===== config.mk =====
export PLATFORM = sky130hd
export DESIGN_NAME = comp_serial_driver
export DESIGN_NICKNAME = d
export VERILOG_FILES = /design/src/rtl/comp_serial_driver.sv
export SDC_FILE = /design/constraint.sdc
export NUM_CORES = 1
export LEC_CHECK = 0
export ABC_AREA = 1
export BUFFER_PORTS_ARGS = -buffer_cell sky130_fd_sc_hd__buf_4
export CORE_UTILIZATION = 49
export DETAILED_ROUTE_END_ITERATION = 10
export PLACE_DENSITY_LB_ADDON = 0.05
export SYNTH_ARGS = -nofsm -noshare
export SYNTH_HDL_FRONTEND = slang
export SYNTH_SLANG_ARGS = --single-unit
export TNS_END_PERCENT = 50

===== constraint.sdc =====
create_clock -name clk -period 1.5 [get_ports clk]
set_input_delay 0.3 -clock clk [delete_from_list [all_inputs] [get_ports clk]]
set_output_delay 0.3 -clock clk [all_outputs]
set_load 0.01 [all_outputs]

===== src/rtl/comp_serial_driver.sv =====
// Parallel-to-serial driver for a bit-serial magnitude comparator: clears it, shifts both
// operands out, latches the verdict. Optional verdict one-hot check: COMP_ONEHOT_CHECK_EN.
module comp_serial_driver #(
    parameter int WIDTH     = 4,
    parameter bit MSB_FIRST = 1'b1
) (
    input  logic             clk,
    input  logic             reset,
    input  logic             in_valid,
    output logic             in_ready,
    input  logic [WIDTH-1:0] a_in,
    input  logic [WIDTH-1:0] b_in,
    output logic             ser_a,
    output logic             ser_b,
    output logic             cmp_reset,
    input  logic             gin,
    input  logic             ein,
    input  logic             lin,
    output logic             busy,
    output logic             done,
    output logic             res_g,
    output logic             res_e,
    output logic             res_l,
    output logic             err
);

    localparam int             CW   = $clog2(WIDTH);
    localparam logic [CW-1:0]  LAST = CW'(WIDTH - 1);

    typedef enum logic [1:0] {
        S_IDLE,
        S_SHIFT,
        S_CAPTURE
    } state_e;

    state_e           state_q, state_d;
    logic [CW-1:0]    cnt_q, cnt_d;
    logic [WIDTH-1:0] sh_a_q, sh_a_d;
    logic [WIDTH-1:0] sh_b_q, sh_b_d;
    logic             ser_a_q, ser_a_d;
    logic             ser_b_q, ser_b_d;
    logic             cmp_reset_q, cmp_reset_d;
    logic             busy_q, busy_d;
    logic             done_q, done_d;
    logic [2:0]       res_q, res_d;

    // Bit that goes on the wire next, and what remains of the operand afterwards.
    function automatic logic head(input logic [WIDTH-1:0] v);
        return MSB_FIRST ? v[WIDTH-1] : v[0];
    endfunction

    function automatic logic [WIDTH-1:0] tail(input logic [WIDTH-1:0] v);
        return MSB_FIRST ? {v[WIDTH-2:0], 1'b0} : {1'b0, v[WIDTH-1:1]};
    endfunction

    always_comb begin
        // NOTE: every variable gets a default before the case so no path can infer a latch.
        state_d     = state_q;
        cnt_d       = cnt_q;
        sh_a_d      = sh_a_q;
        sh_b_d      = sh_b_q;
        ser_a_d     = ser_a_q;
        ser_b_d     = ser_b_q;
        cmp_reset_d = cmp_reset_q;
        done_d      = 1'b0;
        res_d       = res_q;

        unique case (state_q)
            S_IDLE: begin
                if (in_valid) begin
                    state_d     = S_SHIFT;
                    cnt_d       = '0;
                    cmp_reset_d = 1'b0;
                    ser_a_d     = head(a_in);
                    ser_b_d     = head(b_in);
                    sh_a_d      = tail(a_in);
                    sh_b_d      = tail(b_in);
                end
            end
            S_SHIFT: begin
                if (cnt_q == LAST) begin
                    state_d = S_CAPTURE;
                    ser_a_d = 1'b0;
                    ser_b_d = 1'b0;
                end else begin
                    cnt_d   = cnt_q + 1'b1;
                    ser_a_d = head(sh_a_q);
                    ser_b_d = head(sh_b_q);
                    sh_a_d  = tail(sh_a_q);
                    sh_b_d  = tail(sh_b_q);
                end
            end
            S_CAPTURE: begin
                res_d       = {gin, ein, lin};
                done_d      = 1'b1;
                cmp_reset_d = 1'b1;
                state_d     = S_IDLE;
            end
            default: begin
                state_d     = S_IDLE;
                cmp_reset_d = 1'b1;
                ser_a_d     = 1'b0;
                ser_b_d     = 1'b0;
            end
        endcase

        busy_d = (state_d == S_SHIFT) || (state_d == S_CAPTURE);
    end

    // NOTE: sequential state uses non-blocking assignments only, so every register sees
    // the pre-edge values of the others; shift registers are reset too, keeping aborts clean.
    always_ff @(posedge clk or posedge reset) begin
        if (reset) begin
            state_q     <= S_IDLE;
            cnt_q       <= '0;
            sh_a_q      <= '0;
            sh_b_q      <= '0;
            ser_a_q     <= 1'b0;
            ser_b_q     <= 1'b0;
            cmp_reset_q <= 1'b1;
            busy_q      <= 1'b0;
            done_q      <= 1'b0;
            res_q       <= '0;
        end else begin
            state_q     <= state_d;
            cnt_q       <= cnt_d;
            sh_a_q      <= sh_a_d;
            sh_b_q      <= sh_b_d;
            ser_a_q     <= ser_a_d;
            ser_b_q     <= ser_b_d;
            cmp_reset_q <= cmp_reset_d;
            busy_q      <= busy_d;
            done_q      <= done_d;
            res_q       <= res_d;
        end
    end

`ifdef COMP_ONEHOT_CHECK_EN
    logic err_q, err_d;

    always_comb begin
        err_d = err_q;
        if (state_q == S_CAPTURE) begin
            err_d = !({gin, ein, lin} inside {3'b100, 3'b010, 3'b001});
        end
    end

    always_ff @(posedge clk or posedge reset) begin
        if (reset) begin
            err_q <= 1'b0;
        end else begin
            err_q <= err_d;
        end
    end

    assign err = err_q;
`else
    assign err = 1'b0;
`endif

    assign in_ready  = (state_q == S_IDLE);
    assign ser_a     = ser_a_q;
    assign ser_b     = ser_b_q;
    assign cmp_reset = cmp_reset_q;
    assign busy      = busy_q;
    assign done      = done_q;
    assign res_g     = res_q[2];
    assign res_e     = res_q[1];
    assign res_l     = res_q[0];

endmodule

# ---- Yosys cells after proc, flatten, opt, wreduce, memory -nomap -nowiden
# Index checks and enable logic that the tools add are counted.
# Widths: inputs -> output; s select.
dict set report word_totals {
  ff_bits 20
  input_bits 14
}
dict set report classes {
  mux 21
  n_bitwise 2
  reduce_logical 6
  add_sub_neg 1
  n_eq_ne 7
}
# cell count
set ops {}
lappend ops {{$mux 4} 4}
lappend ops {{$pmux 4 s2} 2}
lappend ops {{$mux 2} 4}
lappend ops {{$pmux 2 s2} 2}
lappend ops {{$eq 2x2->1 const B} 3}
lappend ops {{$mux 1} 6}
lappend ops {{$pmux 1 s3} 2}
lappend ops {{$eq 2x1->1 const B} 2}
lappend ops {{$ne 2x2->1 const B} 2}
lappend ops {{$reduce_and 2->1} 2}
lappend ops {{$reduce_and 3->1} 1}
lappend ops {{$add 2x1->2 const B} 1}
lappend ops {{$logic_not 2->1} 1}
lappend ops {{$not 1->1} 2}
lappend ops {{$pmux 1 s2} 1}
lappend ops {{$reduce_bool 2->1} 1}
lappend ops {{$logic_or 1x1->1} 1}

# ---- Depth between registers and ports, before layout
# Gate-level depths: netlist of run 1.
dict set report depth {
  depth_word 5
  depth_mapped 7
}

# ---- Least setup slack after synthesis of run 1
# OpenSTA, ideal clock, no wires.
dict set report synth_path {
  kind {register to register}
  startpoint {register cnt_q[0]}
  endpoint {register sh_a_q[2]}
  setup_slack_ps 441
  t_arrival_ps 994
  path_stages_with_launch 7
  synth_period_minus_slack_ps 1059
  t_required_ps 1435
  setup_ps 65
  cell_sequence {dfrtp_1 -> ha_1 -> inv_1 -> nand3_4 -> nand2_4 -> nand2_1 -> nand2_1}
}
dict set report synth_via {
  elab_chain_len 3
}
# element line
set synth_lines {}
lappend synth_lines {{from (decl)} 37} ;# logic [CW-1:0] cnt_q, cnt_d;
lappend synth_lines {{from (signal assigned)} 126} ;# cnt_q <= cnt_d;
lappend synth_lines {{$eq 2x2->1} 81} ;# if (cnt_q == LAST) begin
lappend synth_lines {{$ne 2x2->1 (no line)} n/a}
lappend synth_lines {{$reduce_and 3->1 (no line)} n/a}
lappend synth_lines {{to (signal assigned)} 116} ;# sh_a_q <= '0;
lappend synth_lines {{to (signal assigned)} 127} ;# sh_a_q <= sh_a_d;
lappend synth_lines {{to (decl)} 38} ;# logic [WIDTH-1:0] sh_a_q, sh_a_d;
# No other way between the ends.
# A chain may end at the register's enable or synchronous reset.

# ---- Worst setup path in the final report of run 1
dict set report layout_path {
  startpoint {register state_q[0]}
  endpoint {output port in_ready}
}
dict set report layout_via {
  elab_chain_len 1
}
# element line
set layout_lines {}
lappend layout_lines {{from (decl)} 36} ;# state_e state_q, state_d;
lappend layout_lines {{from (signal assigned)} 125} ;# state_q <= state_d;
lappend layout_lines {{$logic_not 2->1} 161} ;# assign in_ready = (state_q == S_IDLE);
lappend layout_lines {{to (decl)} 10} ;# output logic in_ready,
# No other way between the ends.

==> results of run 1 <==
-- tightest hold or removal path: stages --
cell	delay [ns]
buf_4	0.11
inv_1	0.04
buf_4	0.24
-- kinds of logic after synthesis --
| group | synth area share [%] |
|---|---|
| and+or+nand+nor | 39.2 |
| other | 0.436 |
| adders and majority gates | 1.45 |
| buffers and inverters | 6.40 |
| DFF | 52.5 |
-- path summary, 6_finish.rpt --
path                            startpoint        end  cells past startpoint
worst min register to register       ser_b      ser_b                      2
min in group clk                   b_in[0]  sh_b_q[1]                      3
worst max register to register    cnt_q[0]   cnt_q[0]                      6
worst max-delay path            state_q[0]   in_ready                      2
max in group asynchronous            reset  cmp_reset                      3
worst min-delay path                 reset   cnt_q[0]                      3
-- through the flow --
step | util [%] | std cells | hold WS (ns)
2_1_floorplan | - | 104 | 0.238
3_3_place_gp | 65.6 | 141 | 0.333
3_5_place_dp | 65.6 | 141 | 0.333
4_1_cts | 68.0 | 145 | 0.00614
5_1_grt | 68.0 | 145 | 0.0319
6_report | 68.0 | 145 | 0.00118
-- layout by cell type, fill, tap and decap left out --
cell type,Yosys,routed
buf_4,1,23
clkbuf_4,0,3
clkbuf_8,0,1
conb_1,1,1
dfrtp_1,17,16
dfrtp_2,0,1
dfstp_2,1,1
ha_1,1,1
inv_1,4,4
inv_2,4,4
inv_4,1,1
nand2_1,49,49
nand2_2,1,1
nand2_4,3,3
nand3_1,12,12
nand3_4,1,1
nand4_1,1,1
nor2_1,5,5
nor2_4,1,1
-- sequential cells by signal, summed over array words and instances (netlist names) --
signal / cells
sh_b_q: 3
state_q: 2
done: 1
busy: 1
res_q: 3
sh_a_q: 3
ser_b: 1
cmp_reset: 1
ser_a: 1
cnt_q: 2
-- per-layer routing --
metal	GRT usage, %	vias up
li1	-	375
met1	24.5	312
met2	31.0	23
met3	2.50	4
met4	10.9	0
met5	0	-
-- cell type report --
| cell class | instances | area (µm²) | share of cell area, % |
|---|---|---|---|
| repair buffers | 23 | 173 | 16.1 |
| inverters | 9 | 36.3 | 3.38 |
| clock buffers | 4 | 36.3 | 3.38 |
| multi-input cells | 75 | 354 | 33.0 |
| well taps | 16 | 20.0 | 1.87 |
| flip-flops and latches | 18 | 453 | 42.2 |
-- power breakdown --
part           switching [mW]  leakage [nW]  internal (mW)
clock                   0.153        0.0210          0.148
sequential              0.177         0.222          0.698
combinational           0.545         0.386          0.404
-- repair_timing --
item                                    CTS  global route
resized for setup                         1             0
endpoints found under the setup margin    1             0
hold buffers                              0             0
hold endpoints to repair                  0             0
==> impl_metrics.ini, run 1 <==
[layout]
nets = 145
area_delta_synth_final_pct = 24.6
fillers = 134
drive_gt1_share_pct = 31.0
postLayoutCellArea_mm2 = 0.00107
num_antenna_cells = 0

[placed_design]
place_congestion = 0.799
pre_cts_slack_ns = 0.293
io_buffers = 22
placed_area_mm2 = 0.00103
place_hpwl_um = 1260

[timing]
finalWorstSetupSlack_ns = 0.0527
max_freq_mhz = 691
layout_min_cycle_time_ns = 1.45
rsz0062_at_grt = no
setup_tns_ns = 0
finalHoldViolCount = 0
fin_worst_skew_ns = 0.00757
drv_slew = 0
finalCritPeriodShare_pct = 96.5
setup_viol = 0

[routing]
drc_errors = 0
met3_length_um = 79
drt_pass1_iterations = 6
vias = 714
viasPerCell = 4.92
highest_layer = met4
wl_per_cell_um = 11.3
wl_met2_um = 771
ant_nets = 0
met1_length_um = 759
wl_um = 1640
drtIter0Drc = 26

[setup_path]
critPathRequiredTime_ns = 1.20
worst_ep_arrival_time_ns = 1.15
slowest_delay_ns = 0.54
path_class = reg -> out
path_cells = nor2_4, buf_4
rrSetupSlack_ns = 0.29
cp-end-kind = primary output
crit_fanout = 11
worst_setup_path_start_kind = register
cp_num_buf_inv = 1
critical-path-top-delay-family = flip-flops
slowest_stage = dfrtp_2

[floorplan]
initial_core_util_pct = 54.6
die_w_um = 43.9
dieArea_mm2 = 0.00193
design.core.area_mm2 = 0.00158
ios = 24
die_h_um = 43.9
rows = 14

[grt]
grt-ovfl-total = 0
grt_util_all_layers_pct = 19.1
grt_first_pass_wirelength_um = 2680
grt_max_degree = 19
antenna_found_initial = 0
grt_pass1_vias = 682

[clock_tree]
cts_sinks = 18
cts_root_buf = clkbuf_4
path_clk_slew_ns = 0.11
tritoncts = yes
cts_made_buffers = 3
clockBufferDepth = 2
ctsHtreeMaxLevel = 1
cts_setup_buffers = 0
clk_latency_ns = 0.30

[flow_run]
cap_viol_max_count = 0

[synthesis]
ys_seq_area_share_pct = 52.5
synth.cell_area_um2 = 861
yosys_warnings = 0
synthFlopType = dfrtp_1
synth_area_leader_cell = dfrtp_1
synthCells = 104
synth_area_leaders = dfrtp_1 49%, nand2_1 21%, nand3_1 7.0%
syn_avg_cell_area_um2 = 8.28
synth.distinct_cells = 17
synth_nets = 119
synth_enable_flop_cells = 0
synth.most_common_cell = nand2_1
ys_seq_elements = 18
synth_common_cells = 49 x nand2_1, 17 x dfrtp_1, 12 x nand3_1, 5 x nor2_1
synth_top_area_share_pct = 49.4
async_flop_share_pct = 100

[hold_path]
hold_path_class = in -> async

[power]
power_mw = 2.13
ir_drop_uv = 1020
power_density_mw_per_mm2 = 1980
leakagePower_nw = 0.629

[run_status]
status = finished clean
(Power assumes the default switching activity.)
==> run 2: changes to the inputs <==
==> constraint.sdc (replaced) <==
create_clock -name clk -period 1.39 [get_ports clk]
set_input_delay 0.278 -clock clk [delete_from_list [all_inputs] [get_ports clk]]
set_output_delay 0.278 -clock clk [all_outputs]
set_load 0.01 [all_outputs]
==> run 2 against run 1 <==
Compared with the run above: the run now ends with DRC left; clock-buffer cell count is the same; sequential power rose by 0.6%; utilization rose by 2.5 points; sequential share of layout area is 1.5 points lower; critical endpoint unchanged; largest power group unchanged; highest routed layer unchanged.
==> impl_metrics.ini, run 2 (synthesized netlist as in run 1, its figures left out) <==
[setup_path]
path_common_cell = buf_4
critPathRequiredTime_ns = 1.11
cp-endpoint = in_ready
path_class = reg -> out
regToRegEndpoint = sh_b_q[3]
r2r-start = cnt_q[0]
crit_fanout = 4
slowest_stage = dfrtp_1
path_cells = buf_4, nor2_4, buf_4
slowest_delay_ns = 0.40
rrSetupSlack_ns = 0.19
setup.worst_path.start = state_q[0]
worst_ep_arrival_time_ns = 1.09
cp-end-kind = primary output
reg2reg_depth = 6
worst_setup_path_start_kind = register

[timing]
setup_viol = 0
fin_worst_skew_ns = 0.00577
finalWorstSetupSlack_ns = 0.0220
finalCritPeriodShare_pct = 98.4
drv_slew = 0
finalHoldViolCount = 0
layout_min_cycle_time_ns = 1.37
max_freq_mhz = 731

[placed_design]
place_congestion = 0.812
place_inst = 143
place_hpwl_um = 1260
pre_cts_slack_ns = 0.224
io_buffers = 22

[routing]
drtIter0Drc = 15
wl_per_cell_um = 11.5
vias = 738
ant_nets = 0
drt_pass1_iterations = 7
wl_um = 1720
viasPerCell = 4.92
drc_errors = 2

[layout]
final_common_cell = nand2_1
stdcell_count = 150
num_antenna_cells = 0
largestRegisters = res_q: 3 flops, sh_a_q: 3 flops, sh_b_q: 3 flops
drive_gt1_share_pct = 32.8
area_delta_synth_final_pct = 29.2
nets = 150
final_cell_mix = 49 x nand2_1, 27 x buf_4, 16 x dfrtp_1

[grt]
grt-ovfl-total = 0
antenna_found_initial = 0
grt_first_pass_wirelength_um = 2930
grt_util_all_layers_pct = 20.7
grt_pass1_vias = 704
grt_max_degree = 19

[clock_tree]
path_clk_slew_ns = 0.10
clockBufferDepth = 2
cts_sinks = 18
ctsHtreeMaxLevel = 1
cts_made_buffers = 3
tritoncts = yes
clk_latency_ns = 0.29
cts_root_buf = clkbuf_4

[power]
leakagePower_nw = 0.651
ir_drop_uv = 1210
power_density_mw_per_mm2 = 2150

[floorplan]
design.core.area_mm2 = 0.00158
rows = 14
ios = 24
die_w_um = 43.9
initial_core_util_pct = 54.6
dieArea_mm2 = 0.00193
die_h_um = 43.9

[run_status]
status = complete, but fails checks
failed_checks = DRC

[hold_path]
hold_path_class = in -> reg

[flow_run]
cap_viol_max_count = 0
-- run 2: changes by cell type in the layout (fill, tap and decap cells not counted), sizes merged --
cell / change
buf: +4
dlygate4sd3: +1
-- run 2: per-stage QoR --
| stage | TNS (ns) | hold slack [ns] | utilization [%] | instance area [µm²] | total power [mW] |
|---|---|---|---|---|---|
| after floorplan | 0 | 0.216 | - | 861 | 1.65 |
| after global placement | 0 | 0.310 | 66.6 | 1050 | 2.01 |
| after detailed placement | 0 | 0.318 | 66.6 | 1050 | 2.03 |
| after CTS | 0 | 0.177 | 69.6 | 1100 | 2.36 |
| after global routing | -0.00734 | 0.174 | 70.6 | 1110 | 2.59 |
| final | 0 | 0.181 | 70.6 | 1110 | 2.39 |
-- run 2: worst min path at each step --
stage,to,from,cells past startpoint
global route,res_q[1],ein,3
global placement,ser_b,reset,3
finish,res_q[1],ein,3
floorplan,busy,reset,1
detailed placement,ser_a,reset,3
CTS,res_q[1],ein,3
-- run 2: area by class of cell --
cell class	count	area, µm²
multi-input combinational	75	354
inverter	9	36.3
tap	16	20.0
clock buffer	4	36.3
fill	134	464
sequential	18	453
timing repair buffer	28	213
-- run 2: layer usage --
layer | vias up | wire length [µm] | global-route usage, % | share of wire, %
met2 | 16 | 839 | 34.6 | 49
met5 | - | 0 | 0 | 0
li1 | 381 | - | - | -
met1 | 337 | 799 | 26.8 | 46
met4 | 0 | 26 | 9.09 | 1.5
met3 | 4 | 58 | 2.92 | 3.4
-- run 2: power breakdown --
part           switching [mW]  internal, mW
Sequential              0.128         0.752
Clock                   0.160         0.159
Combinational           0.678         0.516
Total                   0.966          1.43
-- run 2: critical path: cells and delay by family (launching register included) --
| kind | cells | cell delay, ns |
|---|---|---|
| flops | 1 | 0.40 |
| simple gates | 1 | 0.11 |
| buf+inv | 2 | 0.29 |
-- run 2: timing repair --
action                                  in CTS  in global routing
endpoints found under the hold margin       15                  0
hold buffers                                 1                  0
resized for setup                            1                  0
endpoints found under the setup margin       1                  1
pin swaps                                    0                  1
setup buffers                                0                  2
